===== src/rtl/if_fetch_stage.sv =====
// ---------------------------------------------------------------------------
// if_fetch_stage
//
// Instruction-fetch stage of the single-issue MIPS pipeline. Owns the PC,
// fetches from instruction memory over a variable-latency req/ack handshake,
// and holds the fetched word in the IF/ID register feeding the decoder.
// Downstream stalls are absorbed by a one-entry skid buffer; jump and
// taken-branch redirects flush the IF/ID register and restart fetch.
//
// Parameters:
//   ADDR_W    PC/address width (verified at 32)
//   RESET_PC  first address fetched after reset
//
// Ports:
//   clk, rst                  clock, synchronous active-high reset
//   imem_req/imem_addr        fetch request, address held until imem_ack
//   imem_ack/imem_rdata       response strobe and instruction word
//   stall                     downstream cannot take if_instr this cycle
//   jump/jump_target          jump redirect
//   branch_taken/branch_target  resolved taken-branch redirect
//   if_valid/if_instr/if_pc4  IF/ID register contents
//   opcode                    if_instr[31:26] when valid, else 0
//   misalign_err              (IF_MISALIGN_CHECK_EN only) sticky flag, set by
//                             any redirect to a non-word-aligned target
//
// Build option: define IF_MISALIGN_CHECK_EN to add misalign_err.
//
// state | meaning
// ------+----------------------------------------------------------------
// IDLE  | first cycle after reset, no request outstanding
// WAIT  | request outstanding at req_addr, data used on ack
// HOLD  | IF/ID full and stalled, next word parked in skid, no request
// DROP  | redirect arrived mid-request; finish handshake, discard data
// ---------------------------------------------------------------------------
module if_fetch_stage #(
  parameter int                ADDR_W   = 32,
  parameter logic [ADDR_W-1:0] RESET_PC = '0
) (
  input  logic              clk,
  input  logic              rst,
  output logic              imem_req,
  output logic [ADDR_W-1:0] imem_addr,
  input  logic              imem_ack,
  input  logic [31:0]       imem_rdata,
  input  logic              stall,
  input  logic              jump,
  input  logic [ADDR_W-1:0] jump_target,
  input  logic              branch_taken,
  input  logic [ADDR_W-1:0] branch_target,
`ifdef IF_MISALIGN_CHECK_EN
  output logic              misalign_err,
`endif
  output logic              if_valid,
  output logic [31:0]       if_instr,
  output logic [ADDR_W-1:0] if_pc4,
  output logic [5:0]        opcode
);

  typedef enum logic [1:0] {IDLE, WAIT, HOLD, DROP} state_t;

  localparam logic [ADDR_W-1:0] ALIGN_MASK = ~ADDR_W'(3);
  localparam logic [ADDR_W-1:0] PC_STEP    = ADDR_W'(4);

  state_t            state, state_n;
  logic [ADDR_W-1:0] pc, pc_n;
  logic [ADDR_W-1:0] req_addr, req_addr_n;
  logic [31:0]       skid, skid_n;
  logic [ADDR_W-1:0] skid_pc4, skid_pc4_n;
  logic              if_valid_n;
  logic [31:0]       if_instr_n;
  logic [ADDR_W-1:0] if_pc4_n;

  logic              redirect;
  logic [ADDR_W-1:0] target_raw;
  logic [ADDR_W-1:0] target;
  logic [ADDR_W-1:0] pc_plus4;
  logic              consume;

  assign redirect   = jump | branch_taken;
  assign target_raw = jump ? jump_target : branch_target;
  assign target     = target_raw & ALIGN_MASK;
  assign pc_plus4   = pc + PC_STEP;
  assign consume    = if_valid & ~stall;

  // state register
  always_ff @(posedge clk) begin
    if (rst) begin
      state    <= IDLE;
      pc       <= RESET_PC;
      req_addr <= RESET_PC;
      skid     <= '0;
      skid_pc4 <= '0;
      if_valid <= 1'b0;
      if_instr <= '0;
      if_pc4   <= '0;
    end else begin
      state    <= state_n;
      pc       <= pc_n;
      req_addr <= req_addr_n;
      skid     <= skid_n;
      skid_pc4 <= skid_pc4_n;
      if_valid <= if_valid_n;
      if_instr <= if_instr_n;
      if_pc4   <= if_pc4_n;
    end
  end

  // next-state and datapath update
  always_comb begin
    state_n    = state;
    pc_n       = pc;
    req_addr_n = req_addr;
    skid_n     = skid;
    skid_pc4_n = skid_pc4;
    if_valid_n = if_valid;
    if_instr_n = if_instr;
    if_pc4_n   = if_pc4;

    if (redirect) begin
      pc_n       = target;
      if_valid_n = 1'b0;
      unique case (state)
        IDLE: begin
          state_n    = WAIT;
          req_addr_n = target;
        end
        WAIT: begin
          if (imem_ack) begin
            req_addr_n = target;
          end else begin
            // request must stay stable until acked, so park in DROP
            state_n = DROP;
          end
        end
        HOLD: begin
          state_n    = WAIT;
          req_addr_n = target;
        end
        DROP: begin
          state_n = DROP;
        end
        default: state_n = IDLE;
      endcase
    end else begin
      unique case (state)
        IDLE: begin
          state_n    = WAIT;
          req_addr_n = pc;
        end
        WAIT: begin
          if (imem_ack) begin
            if (!if_valid || !stall) begin
              if_instr_n = imem_rdata;
              if_pc4_n   = pc_plus4;
              if_valid_n = 1'b1;
              pc_n       = pc_plus4;
              req_addr_n = pc_plus4;
            end else begin
              skid_n     = imem_rdata;
              skid_pc4_n = pc_plus4;
              pc_n       = pc_plus4;
              state_n    = HOLD;
            end
          end else if (consume) begin
            if_valid_n = 1'b0;
          end
        end
        HOLD: begin
          if (!stall) begin
            if_instr_n = skid;
            if_pc4_n   = skid_pc4;
            if_valid_n = 1'b1;
            req_addr_n = pc;
            state_n    = WAIT;
          end
        end
        DROP: begin
          if (imem_ack) begin
            req_addr_n = pc;
            state_n    = WAIT;
          end
        end
        default: state_n = IDLE;
      endcase
    end
  end

  // outputs
  always_comb begin
    imem_req  = (state == WAIT) || (state == DROP);
    imem_addr = req_addr;
    opcode    = if_valid ? if_instr[31:26] : 6'b000000;
  end

`ifdef IF_MISALIGN_CHECK_EN
  always_ff @(posedge clk) begin
    if (rst) begin
      misalign_err <= 1'b0;
    end else if (redirect && (target_raw[1:0] != 2'b00)) begin
      misalign_err <= 1'b1;
    end
  end
`endif

endmodule


===== config.mk =====
export PLATFORM = sky130hd
export DESIGN_NAME = if_fetch_stage
export DESIGN_NICKNAME = d
export VERILOG_FILES = /design/src/rtl/if_fetch_stage.sv
export SDC_FILE = /design/constraint.sdc
export NUM_CORES = 1
export LEC_CHECK = 0
export ABC_CLOCK_PERIOD_IN_PS = 2500
export CORE_MARGIN = 8
export CORE_UTILIZATION = 51
export DETAILED_ROUTE_END_ITERATION = 10
export PLACE_DENSITY = 0.9
export SLEW_MARGIN = 10
export SYNTH_ARGS = -nofsm -noshare
export SYNTH_HDL_FRONTEND = slang
export SYNTH_SLANG_ARGS = --single-unit

===== constraint.sdc =====
create_clock -name clk -period 2.5 [get_ports clk]
set_input_delay 0.5 -clock clk [delete_from_list [all_inputs] [get_ports clk]]
set_output_delay 0.5 -clock clk [all_outputs]
set_load 0.01 [all_outputs]

==> reports/summary.txt <==
Chip Height - 151 um
Die Wd - 151 um
Cell taking the most area after synthesis - dfxtp_1
Max Root-Sink Buffers - 2
Die Area - 22800 um2
Arrival time of the worst setup path - 1.87 ns
Vias in the first global route - 9297
Num rows - 49
Hold path cells - 2
First-pass GRT wire length - 47.5 mm
RSZ-0062 raised after global routing - false
Initial antenna violation count - 0
DPL Wire Length - 20.8 mm
DP Worst Slack - -0.0144 ns
Cells after Synth - 1182
Slew headroom - 53.9%
I/O Buffers - 197
CTS buffer count - 17
Worst reg2reg path depth - 5
Clock sinks - 187
Power Total - 6.76 mW
Antenna fix cells - 0
Hold crit path type - register to register
Lkg Pwr - 4.12 nW
Post-CTS setup buffers - 0
Element type at the critical path end - primary output
Area contributors post-synth - dfxtp_1, nand2_1, nor2_1, a21oi_1, a311oi_1
Pwr/cell area - 554 nW/um2
Gpl congestion - 0.963
Critical path origin - if_valid
DR WL/cell - 19.1 um
TritonRoute pass-1 iters - 5
CP Launch Type - register
Remaining DRCs - 0
Seq cells post-synth - 187
Synthesized cell area - 9300 um2
GR Overflow Total - 0
Status - complete, no violations
1st-iter DRT viols - 836
H-tree depth - 4
Register area share after synthesis - 40.3%
Layout cell share with drive strength beyond 1 - 9.83%
Post-route ant nets - 0
Post-synth ARST share - 0%
CTS root buffer - clkbuf_16
Post-synth cell types - 72
R2R setup slack - 0.26 ns
Achievable Freq - 422 MHz
Insertion delay to the later sink of the worst-skew pair - 0.44 ns
Final slew viol count - 0
Starting Density - 51.9%
Worst VDD drop - 0.500 mV
Cts repair resizes - 0
CP max stage delay - 0.65 ns
Clk pin slew, worst setup/hold paths - 0.07 ns
Worst slew pin tran - 0.691 ns
Final hold viol count - 0
CTS tree - yes
Cell Chain, Critical Path - and2_1 -> clkdlybuf4s50_1
Largest net degree at the start of global routing - 158
Tmin final - 2.37 ns
Setup WS post-layout - 0.128 ns
P&R area growth vs syn - 31.2%
MaxCap Viol Count - 0
# IOs - 206
Ys Warns - 0
Worst R2R End - skid_pc4[29]
Crit path to - opcode[1]
Worst Path Buf+Inv - 1
Crit-path max FO - 14
Final period utilization - 94.9%
Reg2reg start - pc[14]
Endpoints failing setup - 0
Clock Skew - 0.00850 ns
Routed vias - 9726
Drt total wl - 30.1 mm
Most frequent cells after synthesis - dfxtp_1, nand2_1, nor2_1
Via/cell ratio - 6.15
CORE AREA - 17900 um2
Synth top area share - 40.3%
CP Class - register to primary output
GRT Overall Usage - 25.9%
Delay-heaviest family, CP - flip-flops
CP required - 2.00 ns
WP depth - 2
EDFF count, synth - 0
Nets - 1444
Hold_buf cts - 0
Main synth FF type - dfxtp_1
Slowest stage cell, crit path - dfxtp_1
Syn Area/Cell - 7.86 um2
per-stage QoR:
step	instances	hold slack [ns]	setup TNS (ns)	util, %	area, um2
final	1582	0.452	0	68.2	12200
after CTS	1582	0.456	0	68.2	12200
after global placement	1551	0.440	0	65.1	11700
after floorplan	1185	0.437	0	-	9310
after global routing	1582	0.469	0	68.2	12200
after detailed placement	1551	0.446	-0.0307	65.1	11700
logic make-up (layout without fill, tap and decap cells):
group / count (synthesis) / after routing / share of synthesized area [%]
and+or+nand+nor: 471 / 471 / 23.7
AOI/OAI and AO/OA: 346 / 346 / 25.6
DFF: 187 / 187 / 40.3
buffers and inverters: 136 / 304 / 6.45
xor gates and xnor gates: 38 / 38 / 3.58
muxes: 2 / 2 / 0.229
adders and majority gates: 1 / 1 / 0.135
other: 1 / 4 / 0.0403
per-layer routing:
metal / track usage, % / part of all wire, % / vias up
li1: - / - / 4568
met1: 32.4 / 41 / 4545
met2: 42.1 / 46 / 539
met3: 6.12 / 10 / 74
met4: 10.5 / 3.1 / 0
met5: 0 / 0 / -
tightest hold or removal path: stages (launching register included):
cell and delay [ns]:
dfxtp_1 0.31, nand2_1 0.05, a21oi_1 0.05
layout by cell type (no fill, tap or decap), types with 8 or more instances in the layout:
cell type / synthesis / routed
nand3_1: 25 / 25
nand2_1: 187 / 187
a211oi_1: 34 / 34
clkdlybuf4s50_1: 0 / 196
a311oi_1: 37 / 37
a21oi_1: 87 / 87
o21ai_0: 60 / 60
buf_12: 0 / 9
inv_1: 8 / 8
and3_1: 9 / 9
o21a_1: 8 / 8
nor4_1: 15 / 15
a221oi_1: 8 / 8
a31oi_1: 15 / 15
a22o_1: 12 / 12
nor2_1: 134 / 133
clkbuf_16: 0 / 17
dfxtp_1: 187 / 187
nand4_1: 17 / 17
nor3_1: 30 / 30
buf_4: 9 / 60
a22oi_1: 17 / 17
xnor2_1: 31 / 31
flip-flops by register name, indices dropped and copies added (netlist names):
| name | count |
|---|---|
| if_instr | 32 |
| skid | 32 |
| if_pc4 | 30 |
| imem_addr | 30 |
| pc | 30 |
| skid_pc4 | 30 |
| state | 2 |
| if_valid | 1 |
how the worst min path moves through the flow:
stage,startpoint,endpoint,slack [ns]
after floorplan,skid[0],skid[0],0.44
after global placement,if_pc4[10],if_pc4[10],0.44
after detailed placement,if_pc4[10],if_pc4[10],0.45
after CTS,if_pc4[10],if_pc4[10],0.46
after global routing,skid[6],skid[6],0.47
final,if_pc4[10],if_pc4[10],0.45
area by class of cell:
class                      count  area [um2]
clock buffer                  21         460
timing repair buffer         265        2590
inverter                       8        30.0
tap                          229         287
clock inverter                10        87.6
fill                        1377        5700
multi-input combinational    862        5000
sequential                   187        3740
where the power goes:
| group | internal (mW) | switching, mW | leakage [nW] | total (mW) |
|---|---|---|---|---|
| logic | 0.504 | 0.531 | 2.34 | 1.03 |
| registers | 3.08 | 0.0867 | 1.52 | 3.17 |
| clock network | 1.34 | 1.21 | 0.262 | 2.55 |
Note: power is estimated with default switching activity, not from simulation.
==> patch, RTL diff (config.mk and constraints unchanged) <==
Re-encode `state_t` (4 states) as one-hot, 4 bits wide.
--- a/src/rtl/if_fetch_stage.sv
+++ b/src/rtl/if_fetch_stage.sv
@@ -58,3 +58,3 @@
 
-  typedef enum logic [1:0] {IDLE, WAIT, HOLD, DROP} state_t;
+  typedef enum logic [3:0] {IDLE = 4'b0001, WAIT = 4'b0010, HOLD = 4'b0100, DROP = 4'b1000} state_t;
 
Formal check against the unedited RTL: same outputs for any inputs over 4 cycles, from zero or initial values and one cycle with rst high; so few cycles prove little.
==> patch against the unedited design <==
  * Fmax down 2.5%
  * Routed wire length rose by 3.4%
  * Critical path type unchanged
  * Worst hold slack got worse by 38 ps
  * Synthesized cell count grew 1.6%
  * Clock skew rose by 1.5 ps
  * Worst setup slack got worse by 60 ps
  * Highest routed layer unchanged
  * Area after synthesis rose by 2.4%
  * First-iteration DRC count up 37%
  * Clock power rose by 6%
  * Sequential cell count grew 2
  * Sequential share of layout area decreased by 0.46 points
  * Power is 7.9% higher
  * Final area rose by 2.6%
==> patch: results (changes against the unedited design) <==
status=completed (unchanged); Clk pin slew, worst setup/hold paths=70 ps (about the same); synth top area cells=dfxtp_1 40%, nand2_1 7.8%, a21oi_1 5.2% (was dfxtp_1 40%, nand2_1 7.6%, nor2_1 5.4%); Final Skew=9.96 ps (was 8.50 ps); Nets=1472 (was 1444); 1st-pass router iterations=6 (was 5); Sw Share=0.270 (was 0.271); r2r endpoint=if_pc4[21] (was skid_pc4[29]); routed wire length=31200 µm (was 30100 µm); Hold Startpoint=rst (was if_pc4[10]); top cells by count, synth=197 x nand2_1, 189 x dfxtp_1, 116 x nor2_1, 98 x a21oi_1, 65 x clkbuf_1 (was 187 x dfxtp_1, 187 x nand2_1, 134 x nor2_1, 87 x a21oi_1, 81 x clkbuf_1); Gate power share=0.176 (was 0.153); vias=9973 (was 9726); Static Leak=4.31 nW (was 4.12 nW); synth warn=0 (unchanged); hold depth=2 (unchanged); Pwr top=sequential cells (unchanged); Reg2Reg Setup Slack=180 ps (was 260 ps); synthesized area per cell=7.93 µm² (was 7.86 µm²); Seq/Total Area, Yosys=0.397 (was 0.403); Worst-Margin Slew=676 ps (was 691 ps); FF-to-FF path depth=6 (was 5); share of cells above drive strength 1=0.0985 (was 0.0983); pin count of the biggest net entering global routing=63 (was 158); HPWL after DPL=22000 µm (was 20800 µm); Clock Power Share=0.372 (was 0.377); RePlAce Congestion=1.02 (was 0.963); r2r startpoint=pc[8] (was pc[14]); global-route wire length before repair=49900 µm (was 47500 µm); vias per inst=6.18 (was 6.15); total global-route track usage=0.259 (about the same); H-tree levels=4 (unchanged); worst-skew pair later-pin latency=430 ps; Worst Setup SP=state[1] (was if_valid); initial DRC count=1147 (was 836); CP max FO=6 (was 14); Final Hold Slack=414 ps (was 452 ps); Worst Path Arrival=1930 ps (was 1870 ps); vias in the first global route=9413 (was 9297); Regs by FF count=if_instr (32), skid (32) (unchanged); hold path endpoint=if_pc4[15] (was if_pc4[10]); worst vdd ir=0.495 mV (was 0.500 mV); placed cell count=1582 (was 1551); worst slack, placed=45.0 ps (was -14.4 ps); Num CTS Buffers=17 (unchanged); Hold Crit Class=in -> reg (was reg -> reg)
## patch: area by class of cell
class,instances,area [µm²]
fill,1462,5990
multi-input combinational,880,5150
sequential,189,3780
timing repair buffer,270,2670
clock buffer,23,508
tap,234,293
clock inverter,8,81.3
inverter,11,41.3
## patch: cell families after synthesis
kind of cell    synth area share
simple gates               0.244
compound gates             0.248
flops                      0.397
xor+xnor                  0.0359
buf+inv                   0.0661
mux                      0.00736
fa+ha+maj                0.00131
other cells             0.000394
## patch: timing repair
item,4_1_cts,5_1_grt
pin swaps,0,1
endpoints found under the hold margin,0,0
gates resized for setup,1,0
endpoints found under the setup margin,1,11
setup buffers,0,2
## patch: routing by layer
layer | wire length (µm) | vias up | track usage | part of all wire
met1 | 12100 | 4667 | 0.313 | 0.39
met3 | 2590 | 116 | 0.0448 | 0.083
met4 | 1610 | 0 | 0.147 | 0.052
met2 | 14900 | 529 | 0.428 | 0.48
li1 | - | 4661 | - | -
met5 | 0 | - | 0 | 0
## patch: worst max path at each step
| stage | endpoint | slack, ps | cells after the start |
|---|---|---|---|
| 2_1_floorplan | imem_addr[18] | 410 | 8 |
| 3_3_place_gp | imem_addr[28] | 80 | 7 |
| 3_5_place_dp | pc[9] | 50 | 8 |
| 4_1_cts | imem_req | 80 | 4 |
| 5_1_grt | imem_req | 5 | 4 |
| 6_report | imem_req | 70 | 4 |
## patch: per-stage QoR
stage          cell area [µm²]  total power (W)
2_1_floorplan             9530          0.00398
3_3_place_gp             11900          0.00458
3_5_place_dp             11900          0.00462
4_1_cts                  12500          0.00729
5_1_grt                  12500          0.00754
6_report                 12500          0.00729
## patch: critical path, cell delays in order (launching register included)
cell             delay, ps
dfxtp_1                460
buf_4                  210
xnor2_1                100
nor3_1                 170
clkdlybuf4s50_1        570
